==> src/rtl/bp_be_prefetch_stream_engine.sv <==
// Multi-stream strided prefetcher: PC-keyed slots walk by a signed stride and raise one request per new D$ block.
// Allocation-to-request latency is at least 2 cycles; a slot stalls in SEND, with its request held stable, until yumi_i.
module bp_be_prefetch_stream_engine
  #(parameter int vaddr_width_p        = 39
   ,parameter int dcache_block_width_p = 512
   ,parameter int streams_p            = 4
   ,parameter int loop_range_p         = 8
   ,parameter int stride_width_p       = 12
   ,localparam int lg_streams_lp   = (streams_p > 1) ? $clog2(streams_p) : 1
   ,localparam int block_offset_lp = (dcache_block_width_p > 15) ? $clog2(dcache_block_width_p/8) : 1
   ,localparam int blk_width_lp    = vaddr_width_p - block_offset_lp
   )
  (input  logic                      clk_i
  ,input  logic                      reset_i
  ,input  logic [vaddr_width_p-1:0]  pc_i
  ,input  logic [vaddr_width_p-1:0]  eff_addr_i
  ,input  logic [stride_width_p-1:0] stride_i
  ,input  logic [loop_range_p-1:0]   loop_counter_i
  ,input  logic                      v_i
  ,output logic                      ready_and_o
  ,input  logic                      flush_i
  ,output logic                      v_o
  ,output logic [vaddr_width_p-1:0]  pf_vaddr_o
  ,output logic [vaddr_width_p-1:0]  pf_pc_o
  ,output logic [lg_streams_lp-1:0]  pf_slot_o
  ,input  logic                      yumi_i
  );

   typedef enum logic [1:0] {e_idle = 2'd0, e_walk = 2'd1, e_send = 2'd2} state_e;

   state_e                    state_r  [streams_p];
   state_e                    state_n  [streams_p];
   logic [vaddr_width_p-1:0]  pc_r     [streams_p];
   logic [vaddr_width_p-1:0]  pc_n     [streams_p];
   logic [vaddr_width_p-1:0]  addr_r   [streams_p];
   logic [vaddr_width_p-1:0]  addr_n   [streams_p];
   logic [vaddr_width_p-1:0]  stride_r [streams_p];
   logic [vaddr_width_p-1:0]  stride_n [streams_p];
   logic [loop_range_p-1:0]   count_r  [streams_p];
   logic [loop_range_p-1:0]   count_n  [streams_p];
   logic [blk_width_lp-1:0]   blk_r    [streams_p];
   logic [blk_width_lp-1:0]   blk_n    [streams_p];

   logic [lg_streams_lp-1:0]  rr_r, rr_next;
   logic                      lock_v_r;
   logic [lg_streams_lp-1:0]  lock_idx_r;

   logic                      any_idle, match_v, alloc;
   logic [lg_streams_lp-1:0]  idle_idx, match_idx, alloc_idx;
   logic [vaddr_width_p-1:0]  stride_sext;

   logic                      any_send, hi_v;
   logic [lg_streams_lp-1:0]  hi_idx, lo_idx, search_idx, grant_idx;
   logic                      lock_hit;

   logic [vaddr_width_p-1:0]  step_addr;
   logic [loop_range_p-1:0]   step_count;

   assign stride_sext = {{(vaddr_width_p-stride_width_p){stride_i[stride_width_p-1]}}, stride_i};

   // Stream lookup: live slots never share a pc, so at most one match exists.
   always_comb begin
      any_idle  = 1'b0;
      match_v   = 1'b0;
      idle_idx  = '0;
      match_idx = '0;
      for (int s = streams_p-1; s >= 0; s--) begin
         if (state_r[s] == e_idle) begin
            any_idle = 1'b1;
            idle_idx = lg_streams_lp'(s);
         end
         else if (pc_r[s] == pc_i) begin
            match_v   = 1'b1;
            match_idx = lg_streams_lp'(s);
         end
      end
   end

   assign ready_and_o = any_idle | match_v;
   assign alloc       = v_i & ready_and_o & ~flush_i;
   assign alloc_idx   = match_v ? match_idx : idle_idx;

   // Cyclic search from rr_r: lowest SEND at/after the pointer, else lowest SEND overall.
   always_comb begin
      any_send = 1'b0;
      hi_v     = 1'b0;
      hi_idx   = '0;
      lo_idx   = '0;
      for (int s = streams_p-1; s >= 0; s--) begin
         if (state_r[s] == e_send) begin
            any_send = 1'b1;
            lo_idx   = lg_streams_lp'(s);
            if (lg_streams_lp'(s) >= rr_r) begin
               hi_v   = 1'b1;
               hi_idx = lg_streams_lp'(s);
            end
         end
      end
   end

   assign search_idx = hi_v ? hi_idx : lo_idx;
   // A request already presented but not taken keeps the grant, so the outputs stay stable.
   assign lock_hit   = lock_v_r & (state_r[lock_idx_r] == e_send);
   assign grant_idx  = lock_hit ? lock_idx_r : search_idx;
   assign rr_next    = (grant_idx == lg_streams_lp'(streams_p-1))
                       ? '0 : grant_idx + lg_streams_lp'(1);

   assign v_o        = any_send;
   assign pf_vaddr_o = v_o ? {blk_r[grant_idx], {block_offset_lp{1'b0}}} : '0;
   assign pf_pc_o    = v_o ? pc_r[grant_idx] : '0;
   assign pf_slot_o  = v_o ? grant_idx : '0;

   always_comb begin
      step_addr  = '0;
      step_count = '0;
      for (int s = 0; s < streams_p; s++) begin
         state_n[s]  = state_r[s];
         pc_n[s]     = pc_r[s];
         addr_n[s]   = addr_r[s];
         stride_n[s] = stride_r[s];
         count_n[s]  = count_r[s];
         blk_n[s]    = blk_r[s];

         step_addr  = addr_r[s] + stride_r[s];
         step_count = count_r[s] - loop_range_p'(1);

         case (state_r[s])
            e_walk: begin
               addr_n[s]  = step_addr;
               count_n[s] = step_count;
               if (step_addr[vaddr_width_p-1:block_offset_lp] != blk_r[s]) begin
                  blk_n[s]   = step_addr[vaddr_width_p-1:block_offset_lp];
                  state_n[s] = e_send;
               end
               else if (step_count == '0) begin
                  state_n[s] = e_idle;
               end
            end
            e_send: begin
               if (yumi_i && (grant_idx == lg_streams_lp'(s)))
                  state_n[s] = (count_r[s] == '0) ? e_idle : e_walk;
            end
            default: ;
         endcase

         // A new allocation overrides whatever the slot was doing, including a taken request.
         if (alloc && (alloc_idx == lg_streams_lp'(s))) begin
            pc_n[s]     = pc_i;
            addr_n[s]   = eff_addr_i;
            stride_n[s] = stride_sext;
            count_n[s]  = loop_counter_i;
            blk_n[s]    = eff_addr_i[vaddr_width_p-1:block_offset_lp];
            state_n[s]  = ((loop_counter_i == '0) || (stride_i == '0)) ? e_idle : e_walk;
         end
      end
   end

   always_ff @(posedge clk_i) begin
      if (reset_i) begin
         rr_r       <= '0;
         lock_v_r   <= 1'b0;
         lock_idx_r <= '0;
         for (int s = 0; s < streams_p; s++) begin
            state_r[s]  <= e_idle;
            pc_r[s]     <= '0;
            addr_r[s]   <= '0;
            stride_r[s] <= '0;
            count_r[s]  <= '0;
            blk_r[s]    <= '0;
         end
      end
      else if (flush_i) begin
         rr_r     <= '0;
         lock_v_r <= 1'b0;
         for (int s = 0; s < streams_p; s++)
            state_r[s] <= e_idle;
      end
      else begin
         if (yumi_i)
            rr_r <= rr_next;
         lock_v_r   <= v_o & ~yumi_i;
         lock_idx_r <= grant_idx;
         for (int s = 0; s < streams_p; s++) begin
            state_r[s]  <= state_n[s];
            pc_r[s]     <= pc_n[s];
            addr_r[s]   <= addr_n[s];
            stride_r[s] <= stride_n[s];
            count_r[s]  <= count_n[s];
            blk_r[s]    <= blk_n[s];
         end
      end
   end

endmodule

==> config.mk <==
export PLATFORM = sky130hd
export DESIGN_NAME = bp_be_prefetch_stream_engine
export DESIGN_NICKNAME = d
export VERILOG_FILES = /design/src/rtl/bp_be_prefetch_stream_engine.sv
export SDC_FILE = /design/constraint.sdc
export NUM_CORES = 1
export LEC_CHECK = 0
export BUFFER_PORTS_ARGS = -buffer_cell sky130_fd_sc_hd__buf_2
export CORE_MARGIN = 1
export CORE_UTILIZATION = 40
export CTS_CLUSTER_DIAMETER = 120
export DETAILED_ROUTE_END_ITERATION = 8
export PLACE_DENSITY_LB_ADDON = 0.12
export SYNTH_ARGS = -nofsm -noshare
export SYNTH_HDL_FRONTEND = slang
export SYNTH_SLANG_ARGS = --single-unit
==> constraint.sdc <==
create_clock -name clk_i -period 12.2 [get_ports clk_i]
set_input_delay 2.44 -clock clk_i [delete_from_list [all_inputs] [get_ports clk_i]]
set_output_delay 2.44 -clock clk_i [all_outputs]
set_load 0.02 [all_outputs]
=== Word level (Yosys, flattened, before mapping) ===
Memory sizes are Yosys's and may differ from the RTL's. A register that Yosys moved wholly into a read port is not among the register bits.
Cells that the tools add are included.

* Bits in registers: 5
* Latch bits: 0
* Memory bits (writable): 640
* Memory bits (read-only): 0
* Word-level logic and storage cells: 260
* Memories kept: 6

* Add/subtract/negate cells: 9
* Multipliers: 0
* Divide/modulo/power cells: 0
* $lt $le $gt $ge: 4
* Equality and inequality tests: 23
* Shift-type cells: 0
* Multiplexer cells: 154
* Bitwise logic cells: 35
* Reductions and logical operators: 26

{| class="wikitable"
|+ Memory list
! name !! depth !! bits a word !! rd ports !! clocked after Yosys merged registers in !! wr ports !! RTL line !! source
|-
| addr_r || 4 || 39 || 4 || 0 || 4 || 35 || <nowiki>logic [vaddr_width_p-1:0] addr_r [streams_p];</nowiki>
|-
| pc_r || 4 || 39 || 5 || 0 || 4 || 33 || <nowiki>logic [vaddr_width_p-1:0] pc_r [streams_p];</nowiki>
|-
| stride_r || 4 || 39 || 4 || 0 || 4 || 37 || <nowiki>logic [vaddr_width_p-1:0] stride_r [streams_p];</nowiki>
|-
| blk_r || 4 || 33 || 5 || 0 || 4 || 41 || <nowiki>logic [blk_width_lp-1:0] blk_r [streams_p];</nowiki>
|-
| count_r || 4 || 8 || 4 || 0 || 4 || 39 || <nowiki>logic [loop_range_p-1:0] count_r [streams_p];</nowiki>
|-
| state_r || 4 || 2 || 5 || 1 || 4 || 31 || <nowiki>state_e state_r [streams_p];</nowiki>
|}

{| class="wikitable"
|+ Operator list
! cell !! count
|-
| $mux 39 || 30
|-
| $mux 33 || 16
|-
| $add 39x39->39 || 4
|-
| $eq 39x39->1 || 4
|-
| $ne 33x33->1 || 4
|-
| $mux 2 || 55
|-
| $mux 8 || 12
|-
| $logic_not 8->1 || 9
|-
| $mux 1 || 37
|-
| $sub 8x1->8 const B || 4
|-
| $or 1x1->1 || 29
|-
| $eq 2x2->1 const B || 9
|-
| $pmux 2 s2 || 4
|-
| $eq 2x1->1 const B || 6
|-
| $logic_not 12->1 || 1
|-
| $logic_not 2->1 || 6
|-
| $logic_and 1x1->1 || 8
|-
| $and 1x1->1 || 4
|-
| $ge 1x2->1 const A || 2
|-
| $ge 2x2->1 const A || 2
|-
| $add 2x1->2 const B || 1
|-
| $not 1->1 || 2
|-
| $reduce_or 2->1 || 1
|-
| $logic_or 1x1->1 || 1
|}

=== Depth between registers and ports, before layout ===
Gate-level depths: netlist of the first run.

* Word-level depth: 17
* Gate-level depth with buffers: 15

=== Worst setup path before layout of the first run ===
No wires, ideal clock.

* Path kind: input to register
* Start point: input pc_i[31]
* End point: memory blk_r[3][0] (netlist name) (enable)
* Data arrival time: 7.420 ns
* Data required time: 11.805 ns
* Path slack: 4.384 ns
* Stages: 9
* Path through: clkbuf_1 -> xor2_1 -> or4_1 -> nor4_1 -> nor2_1 -> nand2_1 -> a31oi_1 -> o21bai_1 -> o31a_1

{| class="wikitable"
|+ RTL lines
! element !! RTL line !! source
|-
| start: declaration || 15 || <nowiki>,input logic [vaddr_width_p-1:0] pc_i</nowiki>
|-
| end: declaration || 41 ||
|}

=== Worst setup path after layout of the first run ===
* Start point: input pc_i[32]
* End point: output ready_and_o

* Longest elaborated chain between the ends: 10
* Elaborated cells on any way between the ends: 13

{| class="wikitable"
|+ Ends and longest elaborated chain
! element !! RTL line !! source
|-
| $eq 39x39->1 || 72 || <nowiki>else if (pc_r[s] == pc_i) begin</nowiki>
|-
| $mux 1 || 72 ||
|-
| $mux 1 || 68 || <nowiki>if (state_r[s] == e_idle) begin</nowiki>
|-
| $mux 1 || 72 ||
|-
| $mux 1 || 68 ||
|-
| $mux 1 || 72 ||
|-
| $mux 1 || 68 ||
|-
| $mux 1 || 72 ||
|-
| $mux 1 (*) || 68 ||
|-
| $or 1x1->1 (*) || 79 || <nowiki>assign ready_and_o = any_idle | match_v;</nowiki>
|-
| end: declaration || 20 || <nowiki>,output logic ready_and_o</nowiki>
|}

Mark *: on every way between the ends. The rest lies on a longest branch, timed or not.

==> metrics.txt, run 1 <==
status finished, final reports clean; GRT Total Usage 0.2796; Hold Crit Start rr_r[0]$_SDFFE_PN0P_; largest net degree at the start of global routing 151; clock tree root driver cell clkbuf_16; Post-Place Cells 5006; CP cell instances buf_2 -> xor2_1 -> nor4_1 -> nand4_1 -> nor4_1 -> buf_4 -> nor2_1 -> nand3_1 -> buf_2; Commonest cells post-synth 530 x edfxtp_1, 394 x nor2_1, 250 x a21oi_1, 234 x xnor2_1, 203 x and2_1; CTS tree yes; initial drt markers 2525; Die Wd 312.2 microns; CP Capture Type output port; Post-CTS Resized 0; Switch Pwr 2.498 mW; number of synthesis warnings 0; number of synthesized flops with an enable pin 530; ANT nets after route 0; Bufs and invs on worst path 3; I/O pin count 185; final core occ 0.4475; synth-to-layout area growth 10.64%; Post-CTS Hold Fix Bufs 0; drt wl/cell 27.13 microns; Rel. slew slack 0.2585; RR Startpoint stride_r[3][37]$_SDFFCE_PN0P_; crit-path max cell delay 820 ps; cell accounting for the most synthesized area edfxtp_1; LEAKAGE 16.63 nW; fin. max-slew vios 0; vias in the first global route 29637; DR vias/cell 5.938; Post-DP HPWL 105000 microns; sequential power share 0.358; total of max-cap violations 0; power density cells 160.9 nW/um^2; Worst-Margin Slew 1112 ps; Hold Path Class reg2reg; Switching Fraction 0.3645; area of the multi-input gates 21250 sq um; Layout Skew 39.17 ps; syn avg cell area 10.23 sq um; Register Area 16100 sq um; layout cells sized above 1 0.1181; nets 4086; worst ir drop on vdd 0.0001081 V; port buffer count 178; clk_lat worst skew 660 ps; Arr. time, crit path 4640 ps; clock sink count 539; Routed WL 139100 microns; Mapped Cells 3762; Initial DRT Pass Iterations 5; post-synth cell types 99; Inserted Clock Buffers 67; # setup viols final 0; synthesized area 38490 sq um; Initial Utilization 0.4045; crit path max fanout 6; Tmin final 7079 ps; most frequent cell after synthesis edfxtp_1; fmax 0.1413 GHz; Final Non-Filler Cells 5128; final period utilization 0.5803; die area 97470 sq um; Area contributors post-synth edfxtp_1 41%, ha_1 5.5%, xnor2_1 5.3%, mux4_2 4.2%, xor2_1 3.9%; clk slew on worst S/H paths 50 ps; Worst Setup Path Type in2out; Std-Cell Rows 113; number of fill cells 9089; CP required 9760 ps; hold slack 524.3 ps; Core ar. 95150 sq um; CP max stage cell nor4_1; CP delay by family, top simple AND/OR/NAND/NOR gates; Seq/Total Area, Yosys 0.4182; Clock Power Share 0.291; Die Ht 312.2 microns; CTS H-tree lvls 3; global route overflow 0; Crit. Startpoint pc_i[32]; setup bufs post-CTS 0; CP Launch Type primary input; vias post-DR 30450; TNS Setup 0 ps; combinational power share 0.351; share of the synthesized area in the top cell type 0.4135; Synth Flop Type edfxtp_1; first-pass GRT wire length 200900 microns; Post-synth ARST share 0; RD Place Congestion 0.9605; initial antenna violation count 12; Final Hold Viols 0; Clock Tree Buf Depth 3; Internal 4.355 mW; Post-route DRC 0; unrepaired setup endpoints after global routing no; setup ws final 5121 ps; dpl ws 5140 ps; #FFs+latches synth 539
worst min-delay path: stages (launching register included):
cell and delay, ps:
dfxtp_1 340, nand2b_1 80, a21oi_1 60
metrics by stage:
step	total power, mW	cell area, sq um
after floorplan	4.097	38510
after global placement	4.873	40430
after detailed placement	4.868	40430
after CTS	6.884	42580
after global routing	7.152	42580
final	6.853	42580
layer usage:
metal / GRT usage / vias to the layer above / wire [microns]
met5: 0 / - / 12
met4: 0.09748 / 2 / 4891
met3: 0.03265 / 207 / 7366
met2: 0.4732 / 1058 / 67220
met1: 0.3693 / 15061 / 59640
li1: - / 14122 / -
power by group through the flow:
stage	Clock, mW	Sequential (mW)	Combinational (mW)
after global routing	2.09	2.47	2.59
after floorplan	0	2.41	1.69
after CTS	2.04	2.45	2.40
final	2.00	2.45	2.40
after global placement	0	2.49	2.39
after detailed placement	0	2.48	2.39
worst paths after layout:
path,endpoint,slack (ps),cells after the start
worst max-delay path,ready_and_o,5120,9
worst min register to register,rr_r[0]$_SDFFE_PN0P_,520,2
worst min-delay path,rr_r[0]$_SDFFE_PN0P_,520,2
worst max register to register,blk_r[3][26]$_SDFFCE_PN0P_,6320,12
layout by cell type (no fill, tap or decap), types with 26 or more instances in the layout:
cell	n
nor2b_1	28
a21oi_1	250
buf_2	178
nand2b_1	34
and2_1	203
nand3_1	69
a31oi_1	26
xor2_1	172
o21ai_0	124
o211ai_1	34
clkbuf_16	67
xnor2_1	234
mux2i_1	96
a211oi_1	53
ha_1	169
edfxtp_1	530
nor4_1	65
nand4_1	85
mux4_2	72
a21o_1	55
nor2_1	393
buf_4	31
nor3_1	74
inv_1	92
o21a_1	33
nand2_1	195
final cells by class:
type	instances	share of cell area
Sequential cell	539	0.3780
Clock buffer	84	0.04110
Multi-Input combinational cell	2897	0.4991
Inverter	95	0.008374
Tap cell	1265	0.03717
Timing Repair Buffer	210	0.02685
Clock inverter	36	0.009314
Antenna cell	2	0.0001175
registers in the layout, indices dropped and copies added, names as in the netlist, named ones only:
signal and cells:
stride_r 48, lock_v_r 1, pc_r 156, addr_r 156
lock_idx_r 2, count_r 32, rr_r 2, blk_r 132
state_r 8
kinds of logic after synthesis:
| logic type | share of synthesized area |
|---|---|
| XOR/XNOR | 0.1084 |
| AO/OA/AOI/OAI | 0.1379 |
| multiplexers | 0.06908 |
| flip-flops | 0.4182 |
| adder cells (fa/ha/maj) | 0.05702 |
| AND/OR/NAND/NOR | 0.1755 |
| buffers and inverters | 0.03378 |
| other | 0.00009743 |
Note: power is estimated with default switching activity, not from simulation.
==> run 2: changes to the inputs <==
--- a/config.mk
+++ b/config.mk
@@ -5,6 +5,7 @@
 export SDC_FILE = /design/constraint.sdc
 export NUM_CORES = 1
 export LEC_CHECK = 0
+export ABC_AREA = 1
 export BUFFER_PORTS_ARGS = -buffer_cell sky130_fd_sc_hd__buf_2
 export CORE_MARGIN = 1
 export CORE_UTILIZATION = 40
==> constraint.sdc (replaced) <==
create_clock -name clk_i -period 6.7 [get_ports clk_i]
set_input_delay 1.34 -clock clk_i [delete_from_list [all_inputs] [get_ports clk_i]]
set_output_delay 1.34 -clock clk_i [all_outputs]
set_load 0.02 [all_outputs]
==> run 2 against run 1 <==
  * Sequential cell count stayed put
  * Clock power is 86% higher
  * Clock skew is 14 ps lower
  * Critical path depth is 3 higher
  * Power is 91% higher
  * Worst hold slack worse by 16 ps
==> metrics.txt, run 2 <==
CTS tree yes; CP required 5360 ps; most frequent cell after synthesis nand2_1; setup ws final 790.2 ps; Inserted Clock Buffers 68; synthesized area 37350 sq um; RD Place Congestion 1.007; dpl cell area 39720 sq um; CP delay by family, top simple AND/OR/NAND/NOR gates; Initial Utilization 0.4057; Design Area, Final 41930 sq um; Std-Cell Rows 111; Mapped Cells 4658; Commonest cells post-synth 1045 x nand2_1, 602 x nor2_1, 544 x inv_1, 530 x edfxtp_1, 306 x o21ai_0; Core ar. 92080 sq um; CP cell instances inv_2 -> nor2_4 -> inv_2 -> o211ai_1 -> nand3_1 -> nand2_1 -> o21ai_4 -> buf_4 -> nor2_4 -> o21ai_0 -> o22ai_1 -> buf_2; Register Area 16100 sq um; Seq/Total Area, Yosys 0.4309; CP max stage cell nor2_4; Post-DP HPWL 116900 microns; Bufs and invs on worst path 4; drt wl/cell 24.14 microns; CP Launch Type flop; dpl ws 1446 ps; port buffer count 178; Post-route DRC 0; Crit. Startpoint state_r[2][1]$_SDFFE_PP0P_; power density cells 312.2 nW/um^2; fin. max-slew vios 0; final period utilization 0.8821; status finished, final reports clean; initial drt markers 3343; Clock Tree Buf Depth 3; syn avg cell area 8.019 sq um; # setup viols final 0; fmax 0.1692 GHz; most common cell after layout, fill and taps aside nand2_1; Initial DRT Pass Iterations 6; crit path max fanout 37; vias in the first global route 32006; number of fill cells 9340; worst ir drop on vdd 0.0002314 V; Regs by FF count addr_r x156, pc_r x156, blk_r x132; DR vias/cell 5.511; Worst-Margin Slew 1268 ps; largest net degree at the start of global routing 102; Die Ht 307.6 microns; CTS H-tree lvls 3; TNS Setup 0 ps; Tmin final 5910 ps; cell accounting for the most synthesized area edfxtp_1; number of synthesis warnings 0; clk slew on worst S/H paths 60 ps; die area 94610 sq um; synth-to-layout area growth 12.24%; Routed WL 148000 microns; GRT Total Usage 0.3094; total of max-cap violations 0; Post-CTS Hold Fix Bufs 0; share of the synthesized area in the top cell type 0.4261; Area contributors post-synth edfxtp_1 43%, nand2_1 11%, nor2_1 6.0%, ha_1 5.7%, inv_1 5.5%; Post-synth ARST share 0; clock sink count 539; commonest non-fill, non-tap cells in the layout 1039 x nand2_1, 599 x nor2_1, 542 x inv_1, 530 x edfxtp_1, 306 x o21ai_0; CP Capture Type output port; Design Power 13.09 mW; Hold Path Class reg2reg; setup bufs post-CTS 0; vias post-DR 33780; Synth Flop Type edfxtp_1; number of synthesized flops with an enable pin 530; area of the multi-input gates 18670 sq um; Rel. slew slack 0.1525; Worst Setup Path Type reg2out; I/O pin count 185; LEAKAGE 18.21 nW; Post-CTS Resized 0; initial antenna violation count 8; nets 5113; post-synth cell types 63; Final Hold Viols 0; Die Wd 307.6 microns; crit-path max cell delay 1020 ps; Layout Skew 24.84 ps; Arr. time, crit path 4570 ps; global route overflow 0; RR Startpoint stride_r[3][37]$_SDFFCE_PN0P_; #FFs+latches synth 539; layout cells sized above 1 0.09681; Hold Crit Start lock_idx_r[0]$_SDFFE_PP0N_; clock tree root driver cell clkbuf_16; first-pass GRT wire length 212900 microns; ANT nets after route 0; unrepaired setup endpoints after global routing no; clk_lat worst skew 640 ps
run 2: changes by cell type after synthesis, moves of 59 or more:
cell      delta
and2_1     -201
clkbuf_1   -131
inv_1      +450
mux2i_1     -98
mux4_2      -72
nand2_1    +849
nand3_1    +104
nor2_1     +208
nor4_1      -62
o21ai_0    +182
o22ai_1    +161
xnor2_1    -139
xor2_1      -59
run 2: final cells by class:
type	instances	area share
Clock inverter	42	0.009669
Sequential cell	539	0.3839
Multi-Input combinational cell	3423	0.4454
Timing Repair Buffer	218	0.02841
Inverter	587	0.05261
Antenna cell	1	0.00005969
Tap cell	1243	0.03710
Clock buffer	77	0.04289
run 2: logic make-up after synthesis:
| family | count (synthesis) | synth area share |
|---|---|---|
| AND/OR/NAND/NOR | 2078 | 0.2347 |
| buffers and inverters | 701 | 0.07312 |
| other | 1 | 0.0001004 |
| XOR/XNOR | 228 | 0.06083 |
| flip-flops | 539 | 0.4309 |
| adder cells (fa/ha/maj) | 173 | 0.05875 |
| AO/OA/AOI/OAI | 938 | 0.1416 |
run 2: worst paths after layout:
path                                      to  cells past startpoint  slack (ps)
setup / recovery              pf_vaddr_o[10]                     12         790
hold / removal    lock_idx_r[0]$_SDFFE_PP0N_                      2         510
setup reg to reg  blk_r[3][20]$_SDFFCE_PN0P_                     16        1720
hold reg to reg   lock_idx_r[0]$_SDFFE_PP0N_                      2         510
run 2: where the power goes:
part | switching, mW | internal [mW] | leakage, nW
clock network | 1.57 | 2.17 | 1.07
logic | 3.38 | 1.49 | 11.6
registers | 0.297 | 4.18 | 5.58
run 2: per-layer routing:
layer | GRT usage | part of all wire | vias to the layer above | wire length, microns
met5 | 0 | 0.00062 | - | 92
met4 | 0.1422 | 0.050 | 10 | 7376
met3 | 0.04914 | 0.069 | 262 | 10150
met2 | 0.4974 | 0.46 | 1370 | 67550
met1 | 0.4082 | 0.42 | 16012 | 62840
li1 | - | - | 16126 | -
run 2: tightest hold or removal path: cells and delay by family, from the launching register on:
family          cells  cell delay [ps]
flops               1              340
compound gates      1               80
simple gates        1               50
run 2: stage by stage:
stage | utilization | cells | hold WS, ps
after floorplan | - | 4663 | 450.9
after global placement | 0.4314 | 6010 | 502.5
after detailed placement | 0.4314 | 6010 | 485.2
after CTS | 0.4553 | 6129 | 500.5
after global routing | 0.4553 | 6129 | 545.3
final | 0.4553 | 6130 | 507.9
